<file path="config.mk">
export PLATFORM = sky130hd
export DESIGN_NAME = layer_sequencer
export DESIGN_NICKNAME = d
export VERILOG_FILES = /design/src/rtl/layer_seq_pkg.sv /design/src/rtl/layer_desc_table.sv /design/src/rtl/layer_sequencer.sv
export SDC_FILE = /design/constraint.sdc
export NUM_CORES = 1
export LEC_CHECK = 0
export CAP_MARGIN = 20
export CORE_AREA = 5 5 168 170
export CTS_BUF_LIST = sky130_fd_sc_hd__clkbuf_4 sky130_fd_sc_hd__clkbuf_8
export CTS_CLUSTER_SIZE = 14
export DETAILED_ROUTE_END_ITERATION = 16
export DIE_AREA = 0 0 173 175
export GPL_TIMING_DRIVEN = 1
export HOLD_SLACK_MARGIN = 0.08
export PLACE_DENSITY_LB_ADDON = 0.3
export SLEW_MARGIN = 20
export SYNTH_ARGS = -nofsm -noshare
export SYNTH_HDL_FRONTEND = slang
export SYNTH_SLANG_ARGS = --single-unit
</file>
<file path="constraint.sdc">
create_clock -name clk -period 3.7 [get_ports clk]
set_input_delay 0.555 -clock clk [delete_from_list [all_inputs] [get_ports clk]]
set_output_delay 0.555 -clock clk [all_outputs]
set_load 0.02 [all_outputs]
</file>
<file path="src/rtl/layer_seq_pkg.sv">
// layer_seq_pkg
//   Shared types and default widths for the layer sequencer slice.
//   Contents:
//     seq_state_e     chain sequencer states
//     layer_desc_t    one descriptor entry: token / weight / result base
//     count_is_legal  range check applied to a requested layer count
//   Optional feature macro used by the slice: LAYER_TIMEOUT_EN (per-layer watchdog).

package layer_seq_pkg;

  localparam int unsigned DEF_ADDR_WIDTH     = 10;
  localparam int unsigned DEF_MAX_LAYERS     = 4;
  localparam int unsigned DEF_TIMEOUT_CYCLES = 4096;

  // Descriptor fields are fixed at the default BRAM address width; the
  // sequencer refuses to elaborate with any other ADDR_WIDTH.
  localparam int unsigned DESC_ADDR_W = DEF_ADDR_WIDTH;

  typedef enum logic [2:0] {
    S_IDLE   = 3'd0,
    S_LOAD   = 3'd1,
    S_KICK   = 3'd2,
    S_WAIT   = 3'd3,
    S_NEXT   = 3'd4,
    S_FINISH = 3'd5
  } seq_state_e;

  typedef struct packed {
    logic [DESC_ADDR_W-1:0] tok_base;
    logic [DESC_ADDR_W-1:0] wgt_base;
    logic [DESC_ADDR_W-1:0] res_base;
  } layer_desc_t;

  function automatic logic count_is_legal(input int unsigned n,
                                          input int unsigned max_layers);
    return (n != 0) && (n <= max_layers);
  endfunction

endpackage

</file>
<file path="src/rtl/layer_desc_table.sv">
// layer_desc_table
//   Host-written descriptor register file, MAX_LAYERS entries of layer_desc_t.
//   One synchronous write port, one combinational read port.
//   Ports:
//     clk        clock, rising edge
//     rst        synchronous active-low clear of every entry
//     wr_en_i    write strobe (already qualified by the caller)
//     wr_idx_i   entry to write
//     wr_desc_i  descriptor value to write
//     rd_idx_i   entry to read
//     rd_desc_o  descriptor at rd_idx_i

module layer_desc_table
  import layer_seq_pkg::*;
#(
  parameter int unsigned MAX_LAYERS = DEF_MAX_LAYERS,
  parameter int unsigned IDX_W      = $clog2(MAX_LAYERS)
) (
  input  logic              clk,
  input  logic              rst,
  input  logic              wr_en_i,
  input  logic [IDX_W-1:0]  wr_idx_i,
  input  layer_desc_t       wr_desc_i,
  input  logic [IDX_W-1:0]  rd_idx_i,
  output layer_desc_t       rd_desc_o
);

  layer_desc_t mem_q [MAX_LAYERS];

  always_ff @(posedge clk) begin
    if (!rst) begin
      mem_q <= '{default: '0};
    end else if (wr_en_i) begin
      mem_q[wr_idx_i] <= wr_desc_i;
    end
  end

  // MAX_LAYERS is a power of two, so every index value addresses a real entry.
  assign rd_desc_o = mem_q[rd_idx_i];

endmodule

</file>
<file path="src/rtl/layer_sequencer.sv">
// layer_sequencer
//   Runs a programmed chain of up to MAX_LAYERS layers back-to-back on the
//   single per-layer controller: presents each layer's bases, pulses
//   lyr_start, waits for lyr_done, advances, and pulses done at the end.
//   Optional feature macro: LAYER_TIMEOUT_EN adds a per-layer watchdog of
//   TIMEOUT_CYCLES cycles in WAIT; without it WAIT waits indefinitely.
//   Ports:
//     clk, rst                 clock / synchronous active-low reset
//     cfg_wr_en, cfg_wr_idx,   descriptor write (accepted only in IDLE)
//     cfg_tok/wgt/res_base
//     num_layers               chain length, latched at run_start (1..MAX_LAYERS)
//     run_start, abort         chain control
//     lyr_start/busy/done      per-layer controller handshake
//     tok/wgt/res_base         current layer bases, registered
//     cur_layer                layer in progress
//     busy, done, error        chain status (error is sticky until a legal start)
//
// state  | meaning
// IDLE   | no chain; descriptor writes accepted, waits for run_start
// LOAD   | register table[cur_layer] onto the bases; stall while lyr_busy
// KICK   | lyr_start high for exactly this cycle
// WAIT   | wait for lyr_done (watchdog counts here when enabled)
// NEXT   | last layer -> FINISH, otherwise advance cur_layer -> LOAD
// FINISH | done high for this cycle; busy drops on exit

module layer_sequencer
  import layer_seq_pkg::*;
#(
  parameter int unsigned ADDR_WIDTH     = DEF_ADDR_WIDTH,
  parameter int unsigned MAX_LAYERS     = DEF_MAX_LAYERS,
  parameter int unsigned IDX_W          = $clog2(MAX_LAYERS),
  parameter int unsigned TIMEOUT_CYCLES = DEF_TIMEOUT_CYCLES
) (
  input  logic                  clk,
  input  logic                  rst,
  input  logic                  cfg_wr_en,
  input  logic [IDX_W-1:0]      cfg_wr_idx,
  input  logic [ADDR_WIDTH-1:0] cfg_tok_base,
  input  logic [ADDR_WIDTH-1:0] cfg_wgt_base,
  input  logic [ADDR_WIDTH-1:0] cfg_res_base,
  input  logic [IDX_W:0]        num_layers,
  input  logic                  run_start,
  input  logic                  abort,
  output logic                  lyr_start,
  input  logic                  lyr_busy,
  input  logic                  lyr_done,
  output logic [ADDR_WIDTH-1:0] tok_base,
  output logic [ADDR_WIDTH-1:0] wgt_base,
  output logic [ADDR_WIDTH-1:0] res_base,
  output logic [IDX_W-1:0]      cur_layer,
  output logic                  busy,
  output logic                  done,
  output logic                  error
);

  localparam int unsigned NUM_W = IDX_W + 1;

  if ((MAX_LAYERS < 2) || ((MAX_LAYERS & (MAX_LAYERS - 1)) != 0) ||
      (IDX_W != $clog2(MAX_LAYERS)) || (ADDR_WIDTH != DESC_ADDR_W) ||
      (TIMEOUT_CYCLES < 1)) begin : g_param_check
    $error("layer_sequencer: unsupported parameter set");
  end

  seq_state_e            state_q;
  logic [IDX_W-1:0]      cur_q;
  logic [NUM_W-1:0]      num_q;
  logic [ADDR_WIDTH-1:0] tok_q;
  logic [ADDR_WIDTH-1:0] wgt_q;
  logic [ADDR_WIDTH-1:0] res_q;
  logic                  lyr_start_q;
  logic                  busy_q;
  logic                  done_q;
  logic                  error_q;

  logic                  cfg_we;
  layer_desc_t           wr_desc;
  layer_desc_t           rd_desc;
  logic                  start_legal;
  logic                  last_layer;

  // Writes are only honoured while no chain is running; a write in the same
  // cycle as run_start lands before LOAD reads the table.
  assign cfg_we  = cfg_wr_en && (state_q == S_IDLE);
  assign wr_desc = '{tok_base: cfg_tok_base,
                     wgt_base: cfg_wgt_base,
                     res_base: cfg_res_base};

  layer_desc_table #(
    .MAX_LAYERS (MAX_LAYERS),
    .IDX_W      (IDX_W)
  ) u_table (
    .clk       (clk),
    .rst       (rst),
    .wr_en_i   (cfg_we),
    .wr_idx_i  (cfg_wr_idx),
    .wr_desc_i (wr_desc),
    .rd_idx_i  (cur_q),
    .rd_desc_o (rd_desc)
  );

  assign start_legal = count_is_legal(32'(num_layers), MAX_LAYERS);
  assign last_layer  = ({1'b0, cur_q} == (num_q - NUM_W'(1)));

`ifdef LAYER_TIMEOUT_EN
  localparam int unsigned CNT_W = $clog2(TIMEOUT_CYCLES) + 1;
  logic [CNT_W-1:0] wdog_q;
`endif

  always_ff @(posedge clk) begin
    if (!rst) begin
      state_q     <= S_IDLE;
      cur_q       <= '0;
      num_q       <= '0;
      tok_q       <= '0;
      wgt_q       <= '0;
      res_q       <= '0;
      lyr_start_q <= 1'b0;
      busy_q      <= 1'b0;
      done_q      <= 1'b0;
      error_q     <= 1'b0;
`ifdef LAYER_TIMEOUT_EN
      wdog_q      <= '0;
`endif
    end else begin
      // Both pulses are single-cycle; they are only re-raised on entry.
      lyr_start_q <= 1'b0;
      done_q      <= 1'b0;

      if (abort && (state_q != S_IDLE)) begin
        state_q <= S_IDLE;
        busy_q  <= 1'b0;
      end else begin
        case (state_q)
          S_IDLE: begin
            if (run_start && !abort) begin
              if (start_legal) begin
                state_q <= S_LOAD;
                error_q <= 1'b0;
                cur_q   <= '0;
                num_q   <= num_layers;
                busy_q  <= 1'b1;
              end else begin
                error_q <= 1'b1;
              end
            end
          end

          S_LOAD: begin
            tok_q <= rd_desc.tok_base;
            wgt_q <= rd_desc.wgt_base;
            res_q <= rd_desc.res_base;
            if (!lyr_busy) begin
              state_q     <= S_KICK;
              lyr_start_q <= 1'b1;
            end
          end

          S_KICK: begin
            state_q <= S_WAIT;
`ifdef LAYER_TIMEOUT_EN
            wdog_q  <= '0;
`endif
          end

          S_WAIT: begin
            if (lyr_done) begin
              state_q <= S_NEXT;
`ifdef LAYER_TIMEOUT_EN
            end else if (wdog_q == CNT_W'(TIMEOUT_CYCLES - 1)) begin
              // TIMEOUT_CYCLES WAIT cycles elapsed with no lyr_done.
              state_q <= S_IDLE;
              busy_q  <= 1'b0;
              error_q <= 1'b1;
            end else begin
              wdog_q  <= wdog_q + CNT_W'(1);
`endif
            end
          end

          S_NEXT: begin
            if (last_layer) begin
              state_q <= S_FINISH;
              done_q  <= 1'b1;
            end else begin
              cur_q   <= cur_q + IDX_W'(1);
              state_q <= S_LOAD;
            end
          end

          S_FINISH: begin
            state_q <= S_IDLE;
            busy_q  <= 1'b0;
          end

          default: begin
            state_q <= S_IDLE;
            busy_q  <= 1'b0;
          end
        endcase
      end
    end
  end

  assign lyr_start = lyr_start_q;
  assign tok_base  = tok_q;
  assign wgt_base  = wgt_q;
  assign res_base  = res_q;
  assign cur_layer = cur_q;
  assign busy      = busy_q;
  assign done      = done_q;
  assign error     = error_q;

endmodule

</file>
==> results of run 1 <==
-- how the worst max path moves through the flow --
stage,startpoint,end,slack (ns),cells past startpoint
detailed placement,cfg_wr_en,u_table.mem_q[92],0.92,5
CTS,cur_layer[0],cur_layer[0],1.07,1
global placement,cfg_wr_en,u_table.mem_q[114],0.80,5
floorplan,cfg_wr_en,u_table.mem_q[116],1.92,5
finish,cur_layer[0],cur_layer[0],1.15,1
global route,cur_layer[0],cur_layer[0],1.01,1
-- power by group through the flow --
stage | registers, mW | logic, mW | clock network [mW]
2_1_floorplan | 1.86 | 0.176 | 0
3_3_place_gp | 1.87 | 0.320 | 0
3_5_place_dp | 1.87 | 0.322 | 0
4_1_cts | 1.83 | 0.324 | 1.44
5_1_grt | 1.84 | 0.353 | 1.51
6_report | 1.83 | 0.319 | 1.39
-- worst register-to-register path, delay by kind of cell, from the launching register on --
kind             cells  cell delay [ns]
AO/OA/AOI/OAI        1             0.07
flip-flops           1             0.46
AND/OR/NAND/NOR      3             1.62
-- routing by layer --
layer,vias up,wire length [µm],track usage
met2,91,8584,0.1998
met5,-,48,0
li1,2704,-,-
met4,6,181,0.03292
met3,20,1012,0.04068
met1,2540,8409,0.1492
-- through the flow --
| stage | instance area, µm² | std cells |
|---|---|---|
| finish | 8085 | 1184 |
| global route | 8085 | 1184 |
| CTS | 8085 | 1184 |
| detailed placement | 7660 | 1152 |
| global placement | 7659 | 1152 |
| floorplan | 6482 | 768 |
-- cell usage in the layout, fill, tap and decap left out, types with 2 or more instances in the layout --
| cell | instances |
|---|---|
| a21oi_1 | 157 |
| a31oi_1 | 3 |
| buf_12 | 2 |
| buf_4 | 22 |
| bufinv_16 | 3 |
| clkbuf_8 | 18 |
| clkdlybuf4s50_1 | 77 |
| clkinv_2 | 3 |
| clkinv_4 | 4 |
| dfxtp_1 | 160 |
| dfxtp_2 | 2 |
| inv_1 | 4 |
| inv_6 | 3 |
| mux2i_1 | 2 |
| mux4_2 | 30 |
| nand2_1 | 303 |
| nand3_1 | 3 |
| nand3b_1 | 3 |
| nor2_1 | 5 |
| nor3_1 | 3 |
| nor3b_1 | 2 |
| nor3b_4 | 2 |
| o21ai_0 | 6 |
| or3_1 | 4 |
| xnor2_1 | 2 |
-- cell usage after synthesis (2+ instances only) --
cell | count | area share
nand3_1 | 3 | 0.0023
a21oi_1 | 157 | 0.12
xnor2_1 | 2 | 0.0027
inv_1 | 5 | 0.0029
a31oi_1 | 3 | 0.0029
clkbuf_1 | 34 | 0.020
nand3b_1 | 3 | 0.0035
buf_4 | 3 | 0.0035
nand2_1 | 303 | 0.18
mux4_2 | 30 | 0.10
dfxtp_1 | 162 | 0.50
or3_1 | 5 | 0.0048
nor3b_1 | 2 | 0.0023
nor3_1 | 4 | 0.0031
nor2_1 | 5 | 0.0029
buf_2 | 21 | 0.016
o21ai_0 | 6 | 0.0046
nor3b_2 | 2 | 0.0039
mux2i_1 | 2 | 0.0031
-- state kept, by name, summed over array words and instances (netlist names) --
register,cells
state_q,3
num_q,3
done,1
error,1
res_base,10
cur_layer,2
tok_base,10
u_table.mem_q,120
busy,1
wgt_base,10
lyr_start,1
-- logic make-up (layout without fill, tap and decap cells) --
group / count (synthesis) / in the layout / share of synthesized area
AOI/OAI and AO/OA: 170 / 170 / 0.1336
xor gates and xnor gates: 3 / 3 / 0.004054
adders and majority gates: 1 / 1 / 0.001930
buffers and inverters: 63 / 138 / 0.04227
DFF: 162 / 162 / 0.5003
muxes: 32 / 32 / 0.1073
and+or+nand+nor: 337 / 337 / 0.2106
-- layout make-up --
type	instances	area share
flip-flops and latches	162	0.4014
repair buffers	101	0.1207
clock buffers	18	0.03064
inverters	5	0.002631
multi-input cells	543	0.3699
clock inverters	14	0.02197
well taps	341	0.05277
==> reports/qor.yml, run 1 <==
setup_path:
  slowest_delay_ns: 0.80
  cp_cell_sequence: "clkdlybuf4s50_1"
  reg2reg_from: "state_q[1]"
  crit_slowest_cell: "dfxtp_2"
  ff2ff_setup_slack_ns: 1.40
  r2r.worst_path.cells: 4
  crit_family: "flip-flops"
  path_buf_inv: 1
  regToRegEndpoint: "u_table.mem_q[92]"
  cp.required_ns: 3.14
  crit_arrival_ns: 1.99
  timing_worst_setup_path_type: "reg -> out"
  start_kind: "flop"
  worst-path-max-fanout: 21
  end_kind: "output port"
grt:
  grt_pass1_vias: 5298
  antenna_found_initial: 3
  grt_pass1_wl_mm: 29.20
  track_usage: 0.1201
  grt-ovfl-total: 0
  grt_start_max_net_pins: 74
sta:
  hold_viol_final: 0
  min_period_ns: 2.549
  fmax_ghz: 0.3923
  min_period_over_period: 0.6889
  fin_worst_skew_ns: 0.01036
  rsz0062_at_grt: "false"
  setup_viol: 0
  tns_ns: 0
  maxSlewHeadroom: 0.4433
  fin_ws_ns: 1.151
  finalMaxSlewViolations: 0
  worst_pin_slew_ns: 0.8351
  fin_hold_ws_ns: 0.4558
synth:
  synth_edf_count: 0
  synth_seq_cells: 162
  ys.flop_type: "dfxtp_1"
  yosysSeqAreaShare: 0.5003
  netlist_area_mm2: 0.006482
  yosysWarnings: 0
  synth_fp_nets: 811
  avgSynthCellArea_um2: 8.441
  yosysUniqueCellTypes: 35
  async_reset_ff_frac: 0
  synthCells: 768
floorplan:
  die_area_mm2: 0.03028
  die_w_um: 173
  io_pins: 78
  fp.coreArea_mm2: 0.02658
  row_count: 60
  die_y_um: 175
  start_util: 0.2439
cts:
  cts_resized: 0
  clk_pin_slew_worst_paths_ns: 0.09
  cts_num_sinks: 162
  ctsHoldBuffers: 0
  tritoncts: "built"
  cts_buffers: 17
  h-tree-depth: 4
  postCtsSetupBuffers: 0
  clockBufferDepth: 2
  clk_latency_ns: 0.45
  clockRootBuffer: "clkbuf_8"
min_path:
  hold_path_class: "reg -> reg"
  hold_depth: 2
  hold_end: "u_table.mem_q[97]"
  worstHoldStart: "u_table.mem_q[97]"
layout:
  seqCellArea_mm2: 0.003246
  fin_nets: 873
  final_util: 0.3042
  n_fill_cell: 2834
  multi_input_area_mm2: 0.002990
  drive_gt1_frac: 0.1127
  diodes: 0
  syn_to_final_growth_pct: 24.72
route:
  drcViolationCount: 0
  drtIter0Drc: 309
  vias_per_cell: 4.528
  num_vias: 5361
  routed_wirelength_mm: 18.24
  routedWlPerCell_um: 15.40
  drt_first_pass_iters: 5
  ant_nets: 0
place:
  gp_congestion: 0.7289
  dpl_worst_slack_ns: 0.9242
  io_buffers: 77
  dp_hpwl_mm: 11.83
pwr:
  p_int_mw: 2.624
  clock_power_share: 0.393
  power_mw: 3.542
  seqPwrFrac: 0.517
  switchingPower_mw: 0.9182
  combPwrFrac: 0.090
  irDropWorstVdd_v: 0.0002262
  powerDensity_mw_per_mm2: 438.1
  swShare: 0.2592
  p_leak_nw: 2.602
job:
  timing.max_cap.violations: 0
status:
  outcome: "finished clean"
No activity file was read; power rests on OpenSTA's default activity.
==> inputs of run 2 (changes only) <==
==> constraint.sdc (replaced) <==
create_clock -name clk -period 2.2 [get_ports clk]
set_input_delay 0.33 -clock clk [delete_from_list [all_inputs] [get_ports clk]]
set_output_delay 0.33 -clock clk [all_outputs]
set_load 0.02 [all_outputs]
==> run 2 against run 1 <==
  * Clock skew rose by 0.00086 ns
  * Global-route usage fell by 0.058 points
  * Largest power group unchanged
  * Critical endpoint is now u_table.mem_q[4]
  * Worst setup slack got worse by 0.87 ns
  * Clock power rose by 79%
  * Highest routed layer unchanged
  * Die area did not move
==> reports/qor.yml, run 2 (synthesized netlist as in run 1, its figures left out) <==
pwr:
  swShare: 0.2455
  switchingPower_mw: 1.511
  seqPwrFrac: 0.498
  p_leak_nw: 2.696
  powerDensity_mw_per_mm2: 739.4
  p_int_mw: 4.644
  combPwrFrac: 0.097
  irDropWorstVdd_v: 0.0003604
  clock_power_share: 0.405
status:
  outcome: "finished clean"
setup_path:
  worst-path-max-fanout: 24
  timing_worst_setup_path_type: "reg -> reg"
  cp.required_ns: 2.58
  end_kind: "flop"
  start_kind: "flop"
  crit_arrival_ns: 2.30
sta:
  min_period_ns: 1.920
  maxSlewHeadroom: 0.6894
  setup_viol: 0
  fmax_ghz: 0.5210
  rsz0062_at_grt: "false"
  finalMaxSlewViolations: 0
  tns_ns: 0
  fin_ws_ns: 0.2805
  min_period_over_period: 0.8725
  hold_viol_final: 0
  worst_pin_slew_ns: 0.4594
  fin_worst_skew_ns: 0.01121
floorplan:
  io_pins: 78
  row_count: 60
  die_w_um: 173
  die_y_um: 175
  die_area_mm2: 0.03028
  start_util: 0.2439
  fp.coreArea_mm2: 0.02658
grt:
  track_usage: 0.1195
  grt_pass1_wl_mm: 29.00
  grt-ovfl-total: 0
  grt_start_max_net_pins: 38
  grt_pass1_vias: 5089
  antenna_found_initial: 2
route:
  routedWlPerCell_um: 15.27
  drcViolationCount: 0
  vias_per_cell: 4.500
  num_vias: 5369
  drt_first_pass_iters: 4
  routed_wirelength_mm: 18.22
  drtIter0Drc: 426
  ant_nets: 0
job:
  timing.max_cap.violations: 0
cts:
  h-tree-depth: 4
  cts_num_sinks: 162
  ctsHoldBuffers: 0
  cts_buffers: 17
  clk_pin_slew_worst_paths_ns: 0.09
  clockRootBuffer: "clkbuf_8"
  tritoncts: "built"
  cts_resized: 0
  clk_latency_ns: 0.45
  clockBufferDepth: 2
  postCtsSetupBuffers: 0
layout:
  regMostFlops: "u_table.mem_q"
  largest_reg_flops: 120
  drive_gt1_frac: 0.1209
  syn_to_final_growth_pct: 28.43
  final_cell_mix: "303 x nand2_1, 160 x dfxtp_1, 157 x a21oi_1"
  diodes: 0
  final_common_cell: "nand2_1"
  fin_nets: 884
  stdcell_area_mm2: 0.008325
place:
  io_buffers: 77
  dpl_worst_slack_ns: -0.02221
  dp_hpwl_mm: 11.57
  dpl_cell_area_mm2: 0.007879
  gp_congestion: 0.7012
min_path:
  hold_path_class: "reg -> reg"
-- run 2: cell types whose count changed in the layout (fill, tap and decap cells not counted), sizes merged --
cell,delta
buf,+11
clkinv,-5
bufinv,+2
clkinvlp,+2
inv,-1
-- run 2: per-layer routing --
metal  share of wire  wire (µm)  GRT usage  vias to the layer above
met5          0.0019         34          0                        -
met4          0.0098        179    0.03292                        4
met3           0.064       1162    0.04089                       12
met2            0.46       8434     0.1880                      112
met1            0.46       8411     0.1570                     2518
li1                -          -          -                     2723
-- run 2: critical path: stages (launching register included) --
cell     delay, ns
dfxtp_1       0.33
buf_4         0.18
nor4b_1       0.47
buf_4         0.22
and3_1        0.23
buf_12        0.21
nand2_1       0.07
a21oi_1       0.13
-- run 2: final timing paths --
| kind | start | to | slack, ns | depth (start not counted) |
|---|---|---|---|---|
| worst max-delay path | state_q[1] | u_table.mem_q[4] | 0.28 | 7 |
| worst min-delay path | u_table.mem_q[97] | u_table.mem_q[97] | 0.45 | 2 |
| worst max register to register | state_q[1] | u_table.mem_q[4] | 0.28 | 7 |
| worst min register to register | u_table.mem_q[97] | u_table.mem_q[97] | 0.45 | 2 |
-- run 2: stage by stage --
| stage | power, mW | std cells | util | hold slack (ns) |
|---|---|---|---|---|
| 2_1_floorplan | 3.428 | 768 | - | 0.4087 |
| 3_3_place_gp | 3.735 | 1163 | 0.2965 | 0.4379 |
| 3_5_place_dp | 3.740 | 1163 | 0.2965 | 0.4449 |
| 4_1_cts | 6.227 | 1193 | 0.3133 | 0.4562 |
| 5_1_grt | 6.414 | 1193 | 0.3133 | 0.4729 |
| 6_report | 6.155 | 1193 | 0.3133 | 0.4520 |
-- run 2: area by class of cell --
class | instances | area, µm²
fill | 2827 | 18250
sequential | 162 | 3246
multi-input combinational | 543 | 2989
timing repair buffer | 112 | 1196
tap | 341 | 426.7
clock buffer | 18 | 241.5
clock inverter | 12 | 205.2
inverter | 5 | 21.27
-- run 2: power by group through the flow --
stage                     clock [mW]  combinational (mW)  sequential, mW
after global routing            2.68               0.658            3.08
after floorplan                    0               0.296            3.13
final                           2.49               0.597            3.07
after detailed placement           0               0.603            3.14
after CTS                       2.55               0.606            3.07
after global placement             0               0.601            3.13
==> inputs of run 3 (changes only) <==
--- a/config.mk
+++ b/config.mk
@@ -6,14 +6,13 @@
 export NUM_CORES = 1
 export LEC_CHECK = 0
 export CAP_MARGIN = 20
-export CORE_AREA = 5 5 168 170
+export CORE_AREA = 5 5 151 189
 export CTS_BUF_LIST = sky130_fd_sc_hd__clkbuf_4 sky130_fd_sc_hd__clkbuf_8
 export CTS_CLUSTER_SIZE = 14
 export DETAILED_ROUTE_END_ITERATION = 16
-export DIE_AREA = 0 0 173 175
+export DIE_AREA = 0 0 156 194
 export GPL_TIMING_DRIVEN = 1
 export HOLD_SLACK_MARGIN = 0.08
-export PLACE_DENSITY_LB_ADDON = 0.3
 export SLEW_MARGIN = 20
 export SYNTH_ARGS = -nofsm -noshare
 export SYNTH_HDL_FRONTEND = slang
==> run 3 against run 2 <==
  * First-iteration DRC count fell by 27%
  * Fmax fell by 3.9%
  * Via count rose by 2.0%
  * Clock power fell by 27%
  * Sequential cell count did not move
  * Critical path depth fell by 6
  * Die area barely moved
  * Cell count rose by 0.42%
  * Critical endpoint is now cur_layer[1]
==> reports/qor.yml, run 3 (synthesized netlist as in run 1, its figures left out) <==
route:
  drt_first_pass_iters: 5
  drcViolationCount: 0
  drtIter0Drc: 312
  ant_nets: 0
  routedWlPerCell_um: 15.31
  routed_wirelength_mm: 18.34
  num_vias: 5479
  vias_per_cell: 4.573
setup_path:
  start_kind: "flop"
  timing_worst_setup_path_type: "reg -> out"
  crit_arrival_ns: 1.67
  reg2reg_from: "state_q[1]"
  r2r.worst_path.cells: 7
  crit_slowest_cell: "clkdlybuf4s50_1"
  slowest_delay_ns: 0.68
  end_kind: "output port"
  cp_cell_sequence: "clkdlybuf4s50_1"
  worst-path-max-fanout: 10
  cp.depth: 1
  cp.required_ns: 1.87
  setup.worst_path.start: "cur_layer[1]"
  crit_family: "buffers and inverters"
  path_buf_inv: 1
grt:
  grt-ovfl-total: 0
  track_usage: 0.1233
  grt_pass1_wl_mm: 29.74
  grt_start_max_net_pins: 51
  grt_pass1_vias: 5398
  antenna_found_initial: 2
layout:
  layout.cells.non_filler: 1198
  stdcell_area_mm2: 0.008205
  multi_input_area_mm2: 0.002994
  fin_nets: 887
  drive_gt1_frac: 0.1221
  regMostFlops: "u_table.mem_q"
  syn_to_final_growth_pct: 26.58
  largest_reg_flops: 120
  final_common_cell: "nand2_1"
  seqCellArea_mm2: 0.003246
  final_cell_mix: "303 x nand2_1, 160 x dfxtp_1, 157 x a21oi_1"
  n_fill_cell: 2794
floorplan:
  die_area_mm2: 0.03026
  die_w_um: 156
  start_util: 0.2439
  io_pins: 78
  row_count: 67
  die_y_um: 194
  fp.coreArea_mm2: 0.02657
place:
  io_buffers: 77
  dp.cells: 1170
  dp_hpwl_mm: 12.07
  dpl_worst_slack_ns: -0.02534
  dpl_cell_area_mm2: 0.007899
  gp_congestion: 0.7284
cts:
  tritoncts: "built"
  clockRootBuffer: "clkbuf_8"
  cts_resized: 0
  h-tree-depth: 4
  postCtsSetupBuffers: 0
  clockBufferDepth: 2
  clk_pin_slew_worst_paths_ns: 0.08
  ctsHoldBuffers: 0
  clk_latency_ns: 0.45
  cts_num_sinks: 162
  cts_buffers: 17
status:
  outcome: "finished clean"
sta:
  hold_viol_final: 0
  fmax_ghz: 0.5007
  finalMaxSlewViolations: 0
  min_period_ns: 1.997
  fin_ws_ns: 0.2029
  setup_viol: 0
  worst_pin_slew_ns: 0.4513
  maxSlewHeadroom: 0.6968
  fin_worst_skew_ns: 0.01524
  rsz0062_at_grt: "false"
  min_period_over_period: 0.9078
pwr:
  p_leak_nw: 2.636
  irDropWorstVdd_v: 0.0002544
  powerDensity_mw_per_mm2: 667.2
min_path:
  worstHoldStart: "u_table.mem_q[86]"
  hold_depth: 2
  hold_path_class: "reg -> reg"
job:
  timing.max_cap.violations: 0
run 3: through the flow:
| stage | hold WS (ns) | TNS [ns] | util | power, mW |
|---|---|---|---|---|
| 6_report | 0.4525 | 0 | 0.3088 | 5.474 |
| 5_1_grt | 0.4661 | 0 | 0.3088 | 5.763 |
| 4_1_cts | 0.4549 | 0 | 0.3087 | 5.571 |
| 3_5_place_dp | 0.4433 | -0.2891 | 0.2972 | 3.734 |
| 3_3_place_gp | 0.4381 | -0.01693 | 0.2972 | 3.723 |
| 2_1_floorplan | 0.4087 | 0 | - | 3.428 |
run 3: worst reg2reg max path: stages (launching register included):
cell     delay [ns]
dfxtp_1        0.32
buf_4          0.18
nor4b_1        0.34
buf_4          0.20
and3_1         0.29
buf_12         0.20
nand2_1        0.08
a21oi_1        0.13
run 3: final timing paths:
path	slack, ns	endpoint
hold / removal	0.45	u_table.mem_q[86]
setup reg to reg	0.41	u_table.mem_q[23]
hold reg to reg	0.45	u_table.mem_q[86]
setup / recovery	0.20	cur_layer[1]
run 3: report_power, final:
group | total, mW | leakage [nW] | internal [mW] | switching, mW
clock | 1.82 | 0.143 | 0.741 | 1.08
combinational | 0.590 | 1.18 | 0.255 | 0.335
sequential | 3.07 | 1.31 | 3.02 | 0.0444
run 3: routing by layer:
| metal | up-vias | track usage | wire [µm] |
|---|---|---|---|
| met4 | 2 | 0.04184 | 248 |
| met1 | 2619 | 0.1449 | 7647 |
| met2 | 121 | 0.2159 | 9540 |
| li1 | 2716 | - | - |
| met3 | 21 | 0.03215 | 888 |
| met5 | - | 0 | 13 |
run 3: final cells by class:
class,instances,share of cell area
clock buffers,17,0.02851
repair buffers,115,0.1470
inverters,5,0.002592
clock inverters,10,0.008539
flip-flops and latches,162,0.3955
diodes,1,0.0003050
multi-input cells,543,0.3649
well taps,345,0.05261
